==> config.mk <==
export PLATFORM = sky130hd
export DESIGN_NAME = seg_display_scheduler
export DESIGN_NICKNAME = d
export VERILOG_FILES = /design/src/rtl/seg_display_scheduler.sv
export SDC_FILE = /design/constraint.sdc
export NUM_CORES = 1
export LEC_CHECK = 0
export ABC_AREA = 1
export CAP_MARGIN = 0
export CORE_MARGIN = 2
export CORE_UTILIZATION = 50
export CTS_CLUSTER_DIAMETER = 60
export DETAILED_ROUTE_END_ITERATION = 8
export GPL_TIMING_DRIVEN = 0
export PLACE_DENSITY = 0.78
export SYNTH_ARGS = -nofsm -noshare
export SYNTH_HDL_FRONTEND = slang
export SYNTH_SLANG_ARGS = --single-unit
export TNS_END_PERCENT = 5
==> constraint.sdc <==
create_clock -name clk_i -period 3.3 [get_ports clk_i]
set_clock_uncertainty 0.2 [all_clocks]
set_input_delay 0.825 -clock clk_i [delete_from_list [all_inputs] [get_ports clk_i]]
set_output_delay 0.825 -clock clk_i [all_outputs]
set_load 0.02 [all_outputs]
==> src/rtl/seg_display_scheduler.sv <==
// Round-robin owner scheduler for the shared 7-segment display, with a blank gap between owners.
// Define SCHED_PRIORITY_EN to make source 0 preempt other owners and win every arbitration.
module seg_display_scheduler #(
   parameter int DWELL_WIDTH  = 20,
   parameter int BLANK_CYCLES = 4
) (
   input  logic       clk_i,
   input  logic       reset_i,
   input  logic [2:0] req_i,
   input  logic [7:0] src0_seg_i,
   input  logic [7:0] src1_seg_i,
   input  logic [7:0] src2_seg_i,
   input  logic [1:0] dwell_sel_i,
   input  logic       hold_i,
   output logic [2:0] grant_o,
   output logic [7:0] seg_out_o,
   output logic       switch_pulse_o
);

   localparam int BW = (BLANK_CYCLES > 1) ? $clog2(BLANK_CYCLES) : 1;

   typedef enum logic [1:0] {IDLE, SHOW, BLANK} state_t;

   state_t                 state_q;
   logic [2:0]             grant_q;
   logic [7:0]             seg_q;
   logic                   pulse_q;
   logic [DWELL_WIDTH-1:0] cnt_q;
   logic [BW-1:0]          blank_q;
   logic [1:0]             last_q;

   logic [DWELL_WIDTH-1:0] tc;
   logic [1:0]             pick_d;
   logic [2:0]             pick_oh;
   logic                   owner_req, others_req, preempt, expired, leave;
   logic [7:0]             owner_seg;

   // (sel+1)*2^(W-2)-1 is just sel followed by W-2 ones
   assign tc = {dwell_sel_i, {(DWELL_WIDTH-2){1'b1}}};

   always_comb begin
      pick_d = 2'd0;
      case (last_q)
         2'd0:    pick_d = req_i[1] ? 2'd1 : (req_i[2] ? 2'd2 : 2'd0);
         2'd1:    pick_d = req_i[2] ? 2'd2 : (req_i[0] ? 2'd0 : 2'd1);
         default: pick_d = req_i[0] ? 2'd0 : (req_i[1] ? 2'd1 : 2'd2);
      endcase
`ifdef SCHED_PRIORITY_EN
      if (req_i[0]) pick_d = 2'd0;
`endif
   end

   assign pick_oh    = 3'b001 << pick_d;
   assign owner_req  = |(req_i & grant_q);
   assign others_req = |(req_i & ~grant_q);
   assign expired    = (cnt_q >= tc);
`ifdef SCHED_PRIORITY_EN
   assign preempt    = req_i[0] && (last_q != 2'd0);
`else
   assign preempt    = 1'b0;
`endif
   assign leave      = !owner_req || preempt || (expired && others_req);

   always_comb begin
      case (last_q)
         2'd0:    owner_seg = src0_seg_i;
         2'd1:    owner_seg = src1_seg_i;
         default: owner_seg = src2_seg_i;
      endcase
   end

   always_ff @(posedge clk_i) begin
      if (reset_i) begin
         state_q <= IDLE;
         grant_q <= 3'b000;
         seg_q   <= 8'hFF;
         pulse_q <= 1'b0;
         cnt_q   <= '0;
         blank_q <= '0;
         last_q  <= 2'd2;
      end else begin
         pulse_q <= 1'b0;
         case (state_q)
            IDLE: begin
               grant_q <= 3'b000;
               seg_q   <= 8'hFF;
               if (|req_i) begin
                  state_q <= SHOW;
                  grant_q <= pick_oh;
                  last_q  <= pick_d;
                  cnt_q   <= '0;
                  pulse_q <= 1'b1;
               end
            end
            SHOW: begin
               if (leave) begin
                  state_q <= BLANK;
                  grant_q <= 3'b000;
                  seg_q   <= 8'hFF;
                  blank_q <= '0;
               end else begin
                  seg_q <= ~owner_seg;
                  // uncontested owner simply restarts its dwell
                  if (expired)      cnt_q <= '0;
                  else if (!hold_i) cnt_q <= cnt_q + 1'b1;
               end
            end
            BLANK: begin
               seg_q <= 8'hFF;
               if (blank_q == BW'(BLANK_CYCLES-1)) begin
                  if (|req_i) begin
                     state_q <= SHOW;
                     grant_q <= pick_oh;
                     last_q  <= pick_d;
                     cnt_q   <= '0;
                     pulse_q <= 1'b1;
                  end else begin
                     state_q <= IDLE;
                  end
               end else begin
                  blank_q <= blank_q + 1'b1;
               end
            end
            default: begin
               state_q <= IDLE;
               grant_q <= 3'b000;
               seg_q   <= 8'hFF;
            end
         endcase
      end
   end

   assign grant_o        = grant_q;
   assign seg_out_o      = seg_q;
   assign switch_pulse_o = pulse_q;

endmodule

==> impl_metrics.csv <==
group,metric,value,unit
final_layout,nets,438,
worst_hold_path,hold_start,"last_q[0]$_SDFFE_PP0P_",
critical_path,r2r_slack,1020,ps
worst_hold_path,holdPathEnd,"last_q[0]$_SDFFE_PP0P_",
floorplan,die_area,5030,sq um
sta,final_hold_viol_count,0,
logic_synthesis,async_flop_share,0,
detailed_routing,drtIter0Drc,196,
logic_synthesis,syn_avg_cell_area,6.36,sq um
logic_synthesis,yosys_warnings,0,
sta,slew_headroom,0.625,
clock_network,cts_setup_buffers,0,
critical_path,worst_r2r_endpoint,"cnt_q[18]$_SDFFE_PP0P_",
critical_path,cp_num_buf_inv,2,
critical_path,worst-path-max-fanout,8,
clock_network,clk_path_buf_depth,2,
clock_network,clockRootBuffer,"clkbuf_8",
sta,setup_viol,0,
detailed_routing,drt_pass1_iterations,5,
sta,fmax,351,MHz
floorplan,coreArea,4320,sq um
critical_path,ff2ff_path_depth,10,
worst_hold_path,min_path_cells,2,
place,dp_slack,126,ps
clock_network,insertion_delay,280,ps
logic_synthesis,ys.flop_type,"dfxtp_1",
critical_path,rr_startpoint,"cnt_q[1]$_SDFFE_PP0P_",
floorplan,die_x,70.9,um
logic_synthesis,synthCells,352,
logic_synthesis,yosys.area.top_type,"dfxtp_1",
critical_path,cp_slowest_stage_delay,460,ps
final_layout,diodes,0,
detailed_routing,via_per_inst,5.40,
floorplan,io_pins,44,
place,dp_hpwl,4360,um
global_routing,antenna_found_initial,0,
run_status,status,"complete, no violations",
floorplan,start_util,0.517,
final_layout,final_util,0.651,
place,io_buffers,43,
final_layout,drive_gt1_frac,0.0648,
critical_path,cp.arrival,2790,ps
power_and_ir_drop,powerDensity,459,nW/um^2
floorplan,num_rows,24,
critical_path,crit_family,"simple AND/OR/NAND/NOR gates",
global_routing,grt_max_degree,11,
clock_network,cts_tree,"built",
critical_path,critPathRequiredTime,3240,ps
clock_network,post_cts_resized,0,
global_routing,grt_pass1_wl,9800,um
logic_synthesis,synth_edf_count,0,
logic_synthesis,synth.area.top_cells,"dfxtp_1 (34%), nand2_1 (14%), nor2_1 (11%)",
final_layout,area_delta_synth_final,25.8,%
critical_path,path_cells,"clkdlybuf4s50_1 -> inv_1 -> ha_1 -> nand2_1 -> nor2_1 -> nand2_1 -> nor2_1 -> nand2_1 -> nand2_1 -> nand2_1 -> nand3_1 -> nor2_1 -> nand2_1",
final_layout,fill_cells,408,
critical_path,cp_common_cell,"nand2_1",
sta,tns,0,ps
detailed_routing,wl_per_cell,12.5,um
critical_path,critPathSlowestCell,"clkdlybuf4s50_1",
logic_synthesis,ys_types,29,
detailed_routing,wl,5660,um
sta,drv_slew,0,
detailed_routing,drtAntennaViolNets,0,
critical_path,path_class,"in2reg",
sta,fin_crit_sh,0.863,
sta,rsz0062_at_grt,"no",
logic_synthesis,synth_area,2240,sq um
power_and_ir_drop,p_leak,1.12,nW
clock_network,htreeDepth,2,
clock_network,cts_made_buffers,5,
logic_synthesis,ys_ff_latch,38,
logic_synthesis,seq_area_frac_synth,0.340,
global_routing,grt_pass1_vias,2341,
sta,worst_slack,452,ps
clock_network,cts_hold_buf,0,
clock_network,cts.clk_slew.worst_paths,70,ps
power_and_ir_drop,ir_worst_vdd,0.000259,V
detailed_routing,num_vias,2445,
detailed_routing,drc,0,
sta,post-route-min-period,2850,ps
flow_run,maxCapViolations,0,
global_routing,grt_use_total,0.237,
place,gp_congestion,0.997,
clock_network,cts.sinks,38,
critical_path,startpoint_type,"input pin",
sta,tightestPinTransition,562,ps
logic_synthesis,synth_top_area_frac,0.340,
logic_synthesis,syn_nets,388,
global_routing,grt-ovfl-total,0,
critical_path,endpoint_kind,"flip-flop",
floorplan,dieHeight,70.9,um
worst_hold_path,hold_class,"reg2reg",
where the power goes:
group | leakage, nW | switching (mW) | internal [mW]
clock network | 0.0431 | 0.154 | 0.161
logic | 0.770 | 0.241 | 0.174
registers | 0.311 | 0.0504 | 0.512
total | 1.12 | 0.446 | 0.847
final cells by class:
cell class                 count  area [sq um]  area share
clock buffer                   6          82.6      0.0293
timing repair buffer          43           430       0.153
buffer                        10          58.8      0.0209
inverter                      31           116      0.0413
sequential                    38           761       0.270
multi-input combinational    273          1300       0.462
tap                           52          65.1      0.0231
flip-flops by register name (all words and copies together), names as in the netlist:
signal,flops
state_q,2
last_q,2
blank_q,2
cnt_q,20
switch_pulse_o,1
grant_o,3
seg_out_o,8
synth_stat cells, types with 2 or more instances:
master and count:
ha_1 4, nand2_2 5, or2_2 4, o22ai_1 8, inv_1 28, dfxtp_1 38, nand2_1 86, xor2_1 3
a31oi_1 2, o211ai_1 4, o221ai_1 2, buf_6 2, nor2_1 65, nand4_1 3, o21ai_0 5, clkinv_1 3
clkbuf_1 5, a21oi_1 27, o21bai_1 3, nand3_1 35, nor2_2 3, nor3_1 9, buf_2 2
cells in the final DEF (no fill, tap or decap), types with 4 or more instances in the layout:
cell type	synthesis	routed
nand2_1	86	86
nor2_1	65	65
clkdlybuf4s50_1	0	43
dfxtp_1	38	38
nand3_1	35	35
inv_1	28	28
a21oi_1	27	27
nor3_1	9	9
o22ai_1	8	8
clkbuf_8	0	6
nand2_2	5	5
clkbuf_1	5	5
o21ai_0	5	5
or2_2	4	4
o211ai_1	4	4
ha_1	4	4
worst max path at each step:
stage	startpoint	slack, ps	cells after the start	to
floorplan	dwell_sel_i[1]	890	14	cnt_q[0]$_SDFFE_PP0P_
global placement	dwell_sel_i[1]	200	13	seg_out_o[6]$_SDFF_PP1_
detailed placement	dwell_sel_i[1]	130	13	seg_out_o[1]$_SDFF_PP1_
CTS	dwell_sel_i[1]	420	13	seg_out_o[1]$_SDFF_PP1_
global route	dwell_sel_i[1]	230	13	seg_out_o[1]$_SDFF_PP1_
finish	dwell_sel_i[1]	450	13	seg_out_o[1]$_SDFF_PP1_
kinds of logic after synthesis:
family                     count (synthesis)  synth area share
buffers and inverters                     41            0.0783
DFF                                       38             0.340
AOI/OAI and AO/OA                         53             0.143
and+or+nand+nor                          213             0.404
xor gates and xnor gates                   3            0.0117
adders and majority gates                  4            0.0224
through the flow:
stage	total power [mW]	instances	cell area, sq um	hold WS (ps)
3_3_place_gp	0.975	447	2730	273
2_1_floorplan	0.850	352	2240	253
3_5_place_dp	0.982	447	2730	282
6_report	1.29	453	2820	285
5_1_grt	1.38	453	2820	307
4_1_cts	1.30	453	2820	291
routing by layer:
| layer | track usage | vias to the layer above | routed length (um) |
|---|---|---|---|
| met5 | 0 | - | 0 |
| met4 | 0.0629 | 0 | 27 |
| met3 | 0.0598 | 2 | 450 |
| met2 | 0.410 | 85 | 2690 |
| met1 | 0.295 | 1099 | 2490 |
| li1 | - | 1259 | - |
tightest hold or removal path, cell delays in order, from the launching register on:
cell and delay, ps:
dfxtp_1 320, nand2_1 60, a21oi_1 50
Note: power is estimated with default switching activity, not from simulation.
